==> config.mk <==
export PLATFORM = sky130hd
export DESIGN_NAME = cp0_regfile_flat
export DESIGN_NICKNAME = d
export VERILOG_FILES = /design/src/rtl/cp0_regfile_pkg.sv /design/src/rtl/cp0_regfile_if.sv /design/src/rtl/cp0_regfile_timer.sv /design/src/rtl/cp0_regfile.sv /design/src/flat_wrapper.sv
export SDC_FILE = /design/constraint.sdc
export NUM_CORES = 1
export LEC_CHECK = 0
export CAP_MARGIN = 10
export CORE_MARGIN = 1.5
export CORE_UTILIZATION = 43
export CTS_CLUSTER_SIZE = 28
export DETAILED_ROUTE_END_ITERATION = 8
export PLACE_DENSITY = 0.78
export SLEW_MARGIN = 20
export SYNTH_ARGS = -nofsm -noshare
export SYNTH_HDL_FRONTEND = slang
export SYNTH_SLANG_ARGS = --single-unit
==> constraint.sdc <==
create_clock -name clk -period 3.15 [get_ports clk]
set_clock_uncertainty 0.2 [all_clocks]
set_input_delay 0.63 -clock clk [delete_from_list [all_inputs] [get_ports clk]]
set_output_delay 0.63 -clock clk [all_outputs]
set_load 0.05 [all_outputs]
==> src/rtl/cp0_regfile_pkg.sv <==
// Shared CP0 definitions: register numbers, exception codes, write masks and constant IDs.
// Also used by the exception encoder, so keep encodings stable.
package cp0_defs;

  localparam logic [4:0] CP0_REG_BADVADDR = 5'd8;
  localparam logic [4:0] CP0_REG_COUNT    = 5'd9;
  localparam logic [4:0] CP0_REG_COMPARE  = 5'd11;
  localparam logic [4:0] CP0_REG_STATUS   = 5'd12;
  localparam logic [4:0] CP0_REG_CAUSE    = 5'd13;
  localparam logic [4:0] CP0_REG_EPC      = 5'd14;
  localparam logic [4:0] CP0_REG_PRID     = 5'd15;
  localparam logic [4:0] CP0_REG_CONFIG   = 5'd16;

  localparam logic [31:0] EXC_INT  = 32'h0000_0001;
  localparam logic [31:0] EXC_ADEL = 32'h0000_0004;
  localparam logic [31:0] EXC_ADES = 32'h0000_0005;
  localparam logic [31:0] EXC_SYS  = 32'h0000_0008;
  localparam logic [31:0] EXC_BP   = 32'h0000_0009;
  localparam logic [31:0] EXC_RI   = 32'h0000_000a;
  localparam logic [31:0] EXC_OV   = 32'h0000_000c;
  localparam logic [31:0] EXC_ERET = 32'h0000_000e;

  localparam logic [31:0] STATUS_WMASK = 32'h0000_ff03;
  localparam logic [31:0] STATUS_RESET = 32'h0040_0000;
  localparam logic [31:0] CAUSE_WMASK  = 32'h0000_0300;
  localparam logic [31:0] PRID_VALUE   = 32'h0000_4220;
  localparam logic [31:0] CONFIG_VALUE = 32'h0000_8000;

  localparam int STATUS_EXL_BIT = 1;
  localparam int CAUSE_BD_BIT   = 31;

  function automatic logic is_commit_exc(input logic [31:0] et);
    return (et == EXC_INT) || (et == EXC_ADEL) || (et == EXC_ADES) || (et == EXC_SYS) ||
           (et == EXC_BP)  || (et == EXC_RI)   || (et == EXC_OV);
  endfunction

  // Interrupts are reported as ExcCode 0; every other code is its own ExcCode.
  function automatic logic [4:0] exc_code(input logic [31:0] et);
    return (et == EXC_INT) ? 5'd0 : et[4:0];
  endfunction

endpackage

==> src/rtl/cp0_regfile_if.sv <==
// Bus between the pipeline/exception encoder and the CP0 register file.
interface cp0_regfile_if;
  logic        we_i;
  logic [4:0]  waddr_i;
  logic [4:0]  raddr_i;
  logic [31:0] data_i;
  logic [5:0]  int_i;
  logic [31:0] excepttype_i;
  logic [31:0] current_inst_addr_i;
  logic        is_in_delayslot_i;
  logic [31:0] bad_addr_i;
  logic [31:0] data_o;
  logic [31:0] status_o;
  logic [31:0] cause_o;
  logic [31:0] epc_o;
  logic [31:0] badvaddr_o;
  logic [31:0] count_o;
  logic [31:0] compare_o;
  logic        timer_int_o;

  modport slave (
    input  we_i, waddr_i, raddr_i, data_i, int_i, excepttype_i,
           current_inst_addr_i, is_in_delayslot_i, bad_addr_i,
    output data_o, status_o, cause_o, epc_o, badvaddr_o, count_o, compare_o, timer_int_o
  );

  modport master (
    output we_i, waddr_i, raddr_i, data_i, int_i, excepttype_i,
           current_inst_addr_i, is_in_delayslot_i, bad_addr_i,
    input  data_o, status_o, cause_o, epc_o, badvaddr_o, count_o, compare_o, timer_int_o
  );
endinterface

==> src/rtl/cp0_regfile_timer.sv <==
// Count/Compare timer: Count advances every second cycle; match raises a sticky interrupt
// that only a Compare write clears.
module cp0_timer (
  input  logic        clk,
  input  logic        rst,
  input  logic        count_we_i,
  input  logic        compare_we_i,
  input  logic [31:0] wdata_i,
  output logic [31:0] count_o,
  output logic [31:0] compare_o,
  output logic        timer_int_o
);

  logic [31:0] count_q, count_d;
  logic [31:0] compare_q, compare_d;
  logic        tick_q, tick_d;
  logic        timer_int_q, timer_int_d;

  always_comb begin
    tick_d      = ~tick_q;
    count_d     = tick_q ? count_q + 32'd1 : count_q;
    compare_d   = compare_q;
    timer_int_d = timer_int_q;
    if (count_we_i) begin
      count_d = wdata_i;
    end
    if (compare_we_i) begin
      compare_d   = wdata_i;
      timer_int_d = 1'b0;
    end else if ((compare_q != 32'd0) && (count_q == compare_q)) begin
      timer_int_d = 1'b1;
    end
  end

  always_ff @(posedge clk) begin
    if (rst) begin
      count_q     <= 32'd0;
      compare_q   <= 32'd0;
      tick_q      <= 1'b0;
      timer_int_q <= 1'b0;
    end else begin
      count_q     <= count_d;
      compare_q   <= compare_d;
      tick_q      <= tick_d;
      timer_int_q <= timer_int_d;
    end
  end

  assign count_o     = count_q;
  assign compare_o   = compare_q;
  assign timer_int_o = timer_int_q;

endmodule

==> src/rtl/cp0_regfile.sv <==
// CP0 register file: mtc0/mfc0 access plus exception commit of EPC, Cause, Status.EXL, BadVAddr.
// All updates land one cycle after the inputs; reads are combinational with no write bypass.
module cp0_regfile
  import cp0_defs::*;
(
  input  logic          clk,
  input  logic          rst,
  cp0_regfile_if.slave  cp0
);

  logic [31:0] status_q, status_d;
  logic [31:0] cause_q, cause_d;
  logic [31:0] epc_q, epc_d;
  logic [31:0] badvaddr_q, badvaddr_d;
  logic [31:0] count;
  logic [31:0] compare;
  logic        timer_int;
  logic        commit;
  logic        eret;

  assign commit = is_commit_exc(cp0.excepttype_i);
  assign eret   = (cp0.excepttype_i == EXC_ERET);

  cp0_timer u_timer (
    .clk          (clk),
    .rst          (rst),
    .count_we_i   (cp0.we_i && (cp0.waddr_i == CP0_REG_COUNT)),
    .compare_we_i (cp0.we_i && (cp0.waddr_i == CP0_REG_COMPARE)),
    .wdata_i      (cp0.data_i),
    .count_o      (count),
    .compare_o    (compare),
    .timer_int_o  (timer_int)
  );

  always_comb begin
    status_d   = status_q;
    cause_d    = cause_q;
    epc_d      = epc_q;
    badvaddr_d = badvaddr_q;

    cause_d[15:10] = {cp0.int_i[5] | timer_int, cp0.int_i[4:0]};

    if (cp0.we_i) begin
      case (cp0.waddr_i)
        CP0_REG_STATUS: status_d = (status_q & ~STATUS_WMASK) | (cp0.data_i & STATUS_WMASK);
        CP0_REG_CAUSE:  cause_d  = (cause_d & ~CAUSE_WMASK) | (cp0.data_i & CAUSE_WMASK);
        CP0_REG_EPC:    epc_d    = cp0.data_i;
        default: ;
      endcase
    end

    // Exception fields take priority over a same-cycle mtc0; with EXL already set
    // the original EPC/BD of the outer exception must survive.
    if (commit) begin
      if (!status_q[STATUS_EXL_BIT]) begin
        epc_d                 = cp0.is_in_delayslot_i ? cp0.current_inst_addr_i - 32'd4
                                                      : cp0.current_inst_addr_i;
        cause_d[CAUSE_BD_BIT] = cp0.is_in_delayslot_i;
      end else begin
        epc_d = epc_q;
      end
      status_d[STATUS_EXL_BIT] = 1'b1;
      cause_d[6:2]             = exc_code(cp0.excepttype_i);
      if ((cp0.excepttype_i == EXC_ADEL) || (cp0.excepttype_i == EXC_ADES)) begin
        badvaddr_d = cp0.bad_addr_i;
      end
    end else if (eret) begin
      status_d[STATUS_EXL_BIT] = 1'b0;
    end
  end

  always_ff @(posedge clk) begin
    if (rst) begin
      status_q   <= STATUS_RESET;
      cause_q    <= 32'd0;
      epc_q      <= 32'd0;
      badvaddr_q <= 32'd0;
    end else begin
      status_q   <= status_d;
      cause_q    <= cause_d;
      epc_q      <= epc_d;
      badvaddr_q <= badvaddr_d;
    end
  end

  always_comb begin
    case (cp0.raddr_i)
      CP0_REG_BADVADDR: cp0.data_o = badvaddr_q;
      CP0_REG_COUNT:    cp0.data_o = count;
      CP0_REG_COMPARE:  cp0.data_o = compare;
      CP0_REG_STATUS:   cp0.data_o = status_q;
      CP0_REG_CAUSE:    cp0.data_o = cause_q;
      CP0_REG_EPC:      cp0.data_o = epc_q;
      CP0_REG_PRID:     cp0.data_o = PRID_VALUE;
      CP0_REG_CONFIG:   cp0.data_o = CONFIG_VALUE;
      default:          cp0.data_o = 32'd0;
    endcase
  end

  assign cp0.status_o    = status_q;
  assign cp0.cause_o     = cause_q;
  assign cp0.epc_o       = epc_q;
  assign cp0.badvaddr_o  = badvaddr_q;
  assign cp0.count_o     = count;
  assign cp0.compare_o   = compare;
  assign cp0.timer_int_o = timer_int;

endmodule

==> src/flat_wrapper.sv <==
// flat-port wrapper written by rule: the top's interface ports become plain ports
module cp0_regfile_flat import cp0_defs::*;
  (clk, rst, cp0_we_i, cp0_waddr_i, cp0_raddr_i, cp0_data_i, cp0_int_i, cp0_excepttype_i, cp0_current_inst_addr_i, cp0_is_in_delayslot_i, cp0_bad_addr_i, cp0_data_o, cp0_status_o, cp0_cause_o, cp0_epc_o, cp0_badvaddr_o, cp0_count_o, cp0_compare_o, cp0_timer_int_o);
  cp0_regfile_if cp0_i ();
  input  logic clk;
  input  logic rst;
  input wire logic [$bits(cp0_i.we_i)-1:0] cp0_we_i;
  input wire logic [$bits(cp0_i.waddr_i)-1:0] cp0_waddr_i;
  input wire logic [$bits(cp0_i.raddr_i)-1:0] cp0_raddr_i;
  input wire logic [$bits(cp0_i.data_i)-1:0] cp0_data_i;
  input wire logic [$bits(cp0_i.int_i)-1:0] cp0_int_i;
  input wire logic [$bits(cp0_i.excepttype_i)-1:0] cp0_excepttype_i;
  input wire logic [$bits(cp0_i.current_inst_addr_i)-1:0] cp0_current_inst_addr_i;
  input wire logic [$bits(cp0_i.is_in_delayslot_i)-1:0] cp0_is_in_delayslot_i;
  input wire logic [$bits(cp0_i.bad_addr_i)-1:0] cp0_bad_addr_i;
  output wire logic [$bits(cp0_i.data_o)-1:0] cp0_data_o;
  output wire logic [$bits(cp0_i.status_o)-1:0] cp0_status_o;
  output wire logic [$bits(cp0_i.cause_o)-1:0] cp0_cause_o;
  output wire logic [$bits(cp0_i.epc_o)-1:0] cp0_epc_o;
  output wire logic [$bits(cp0_i.badvaddr_o)-1:0] cp0_badvaddr_o;
  output wire logic [$bits(cp0_i.count_o)-1:0] cp0_count_o;
  output wire logic [$bits(cp0_i.compare_o)-1:0] cp0_compare_o;
  output wire logic [$bits(cp0_i.timer_int_o)-1:0] cp0_timer_int_o;
  assign cp0_i.we_i = cp0_we_i;
  assign cp0_i.waddr_i = cp0_waddr_i;
  assign cp0_i.raddr_i = cp0_raddr_i;
  assign cp0_i.data_i = cp0_data_i;
  assign cp0_i.int_i = cp0_int_i;
  assign cp0_i.excepttype_i = cp0_excepttype_i;
  assign cp0_i.current_inst_addr_i = cp0_current_inst_addr_i;
  assign cp0_i.is_in_delayslot_i = cp0_is_in_delayslot_i;
  assign cp0_i.bad_addr_i = cp0_bad_addr_i;
  assign cp0_data_o = cp0_i.data_o;
  assign cp0_status_o = cp0_i.status_o;
  assign cp0_cause_o = cp0_i.cause_o;
  assign cp0_epc_o = cp0_i.epc_o;
  assign cp0_badvaddr_o = cp0_i.badvaddr_o;
  assign cp0_count_o = cp0_i.count_o;
  assign cp0_compare_o = cp0_i.compare_o;
  assign cp0_timer_int_o = cp0_i.timer_int_o;
  cp0_regfile u_core (.clk(clk), .rst(rst), .cp0(cp0_i));
endmodule
==> flow_summary.json <==
{
  "drc": 0,
  "grt_use_total_pct": 35.1,
  "yosys.area.top_type": "dfxtp_1",
  "hp-start": "u_core.cp0.badvaddr_o[6]",
  "final_nets": 1588,
  "hold_class": "reg2reg",
  "avgSynthCellArea_sq_um": 7.90,
  "ioPinCount": 373,
  "core-area_sq_um": 19500,
  "layout_setup_ws_ns": 0.0531,
  "root_buffer": "clkbuf_16",
  "wirelength_um": 37000,
  "die_area_sq_um": 20800,
  "route.vias.total": 9908,
  "pwr-share-comb_pct": 14.8,
  "diodes": 0,
  "die_y_um": 144,
  "first_global_vias": 9491,
  "tightest_slew_ns": 0.593,
  "cap_violations": 0,
  "yosysWarnings": 0,
  "path_class": "in2out",
  "synth-edff-count": 0,
  "clock_latency_ns": 0.44,
  "fill_cells": 1593,
  "start_util_pct": 44.0,
  "power_density_nw_per_um2": 361,
  "io_buffers": 332,
  "r2r_start": "u_core.u_timer.count_o[5]",
  "total_power_w": 0.00486,
  "async_flop_share_pct": 0,
  "crit_fanout": 7,
  "final_cells": 1716,
  "end_kind": "primary output",
  "p_switching_w": 0.00138,
  "p_seq_share_pct": 41.2,
  "timing.critical_path.from": "cp0_raddr_i[1]",
  "synth_ff_type": "dfxtp_1",
  "cts_tree": "done",
  "crit_required_ns": 2.32,
  "p_leak_nw": 5.05,
  "overflow": 0,
  "clockPowerShare_pct": 44.0,
  "ys_seq_area_share_pct": 35.9,
  "final-setup-viol-count": 0,
  "first_pass_iters": 8,
  "slew_violations": 0,
  "routed_via_density": 5.77,
  "netlist_instances": 1087,
  "postRouteAntennaNets": 0,
  "fin_crit_ns": 3.10,
  "gp_congestion": 0.929,
  "synth.most_common_cell": "nand2_1",
  "synth_seq_cells": 154,
  "fin_tns_setup_ns": 0,
  "cts.sinks": 154,
  "row_count": 51,
  "max_slew_margin_pct": 60.3,
  "dieWidth_um": 144,
  "area_delta_synth_final_pct": 56.7,
  "wire_per_inst_um": 21.6,
  "max_freq_mhz": 323,
  "status": "completed",
  "p_sw_share_pct": 28.4,
  "r2r_cells": 6,
  "rsz0062_at_grt": "no",
  "synth_area_leaders": "dfxtp_1 (36%), nand2_1 (8.8%), xor2_1 (6.2%)",
  "hold_viol": 0,
  "intPower_w": 0.00347,
  "synth_top_area_share_pct": 35.9,
  "cts_made_buffers": 17,
  "cts_buffer_depth": 2,
  "fin_crit_sh_pct": 98.3,
  "drive_gt1_share_pct": 12.0,
  "htreeDepth": 4,
  "worst_r2r_endpoint": "u_core.u_timer.count_o[31]",
  "antenna_found_initial": 0,
  "arrival_ns": 2.27,
  "regToRegSetupSlack_ns": 0.49,
  "hpwlAfterDp_um": 27300,
  "clk_pin_slew_ns": 0.07,
  "place_ws_ns": -0.214,
  "synthTopCellsByCount": "nand2_1 (201), dfxtp_1 (154), a21oi_1 (89), nor2_1 (89), xor2_1 (61)",
  "placed_cells": 1675,
  "grt_max_degree": 65,
  "cp-endpoint": "cp0_data_o[16]",
  "worstSetupStartpointType": "input pin",
  "grt_pass1_wl_um": 54400,
  "ir_drop_v": 0.000408,
  "drt-initial-drc-count": 1012,
  "synth_cell_types": 69,
  "synth_area_sq_um": 8590
}
==> power groups by stage <==
stage,combinational (W),clock (W),sequential [W]
2_1_floorplan,0.000304,0,0.00211
3_3_place_gp,0.000693,0,0.00205
3_5_place_dp,0.000699,0,0.00205
4_1_cts,0.000711,0.00215,0.00200
5_1_grt,0.000752,0.00223,0.00200
6_report,0.000718,0.00213,0.00200
==> sequential cells by signal, indices dropped and copies added (netlist names) <==
signal,cells
u_core.cp0.cause_o,14
u_core.u_timer.timer_int_o,1
u_core.cp0.badvaddr_o,32
u_core.u_timer.count_o,32
u_core.u_timer.tick_q,1
u_core.cp0.status_o,10
u_core.u_timer.compare_o,32
u_core.cp0.epc_o,32
==> cell usage in the layout, fill, tap and decap left out, types with 13 or more instances in the layout <==
cell	netlist	routed
clkbuf_16	0	17
a22o_1	15	15
or3_1	13	13
nor2_1	89	89
conb_1	2	40
o211ai_1	14	14
a22oi_1	33	33
xnor2_1	25	25
nand2_1	201	199
buf_12	0	41
xor2_1	61	61
a211oi_1	38	38
dfxtp_1	154	154
nand4_1	14	14
clkdlybuf4s50_1	0	294
nand3_1	34	29
buf_4	41	67
a221o_1	15	15
o21ai_0	15	15
nor4_1	38	37
nor3_1	15	13
mux2i_1	20	20
a21oi_1	89	89
==> logic make-up after synthesis <==
logic type	count (synthesis)	synth area share [%]
other	2	0.0875
buffers and inverters	125	8.04
AO/OA/AOI/OAI	243	19.2
AND/OR/NAND/NOR	455	25.3
multiplexers	20	2.33
flip-flops	154	35.9
adder cells (fa/ha/maj)	2	0.291
XOR/XNOR	86	8.77
==> through the flow <==
step                      util [%]  cell area (sq um)  hold WS, ns
after floorplan                  -               8760        0.264
after global placement        65.2              12700        0.254
after detailed placement      65.2              12700        0.268
after CTS                     68.9              13500        0.276
after global routing          68.9              13500        0.295
final                         68.9              13500        0.276
==> layer usage <==
metal / global-route usage [%] / part of all wire [%] / vias up
met4: 19.1 / 5.3 / 0
met2: 58.6 / 47 / 660
met3: 7.65 / 11 / 123
met5: 0 / 0 / -
li1: - / - / 4514
met1: 42.1 / 37 / 4611
==> worst max-delay path, stage by stage <==
cell and delay [ns]:
clkdlybuf4s15_1 0.36, nand2b_1 0.23, nor3_4 0.05, buf_4 0.15, buf_4 0.18, a22o_1 0.19, a221o_1 0.30, buf_12 0.16
==> worst min path at each step <==
stage                                     end  slack [ns]  cells past startpoint
floorplan               u_core.u_timer.tick_q        0.26                      1
global placement     u_core.cp0.badvaddr_o[8]        0.25                      2
detailed placement  u_core.cp0.badvaddr_o[28]        0.27                      2
CTS                 u_core.cp0.badvaddr_o[28]        0.28                      2
global route         u_core.cp0.badvaddr_o[6]        0.29                      2
finish               u_core.cp0.badvaddr_o[6]        0.28                      2
==> timing repair <==
action,CTS,global route
gates resized for setup,20,2
cloned,3,0
setup buffers,6,0
endpoints found under the setup margin,32,6
hold buffers,0,0
pin swaps,6,0
==> cell type report <==
cell class	instances	area [sq um]	area share (%)
timing repair buffer	412	4370	32.5
clock buffer	19	443	3.29
tap	265	332	2.46
multi-input combinational	846	5050	37.5
sequential	154	3080	22.9
clock inverter	13	156	1.16
inverter	7	26.3	0.195
Note: power is estimated with default switching activity, not from simulation.
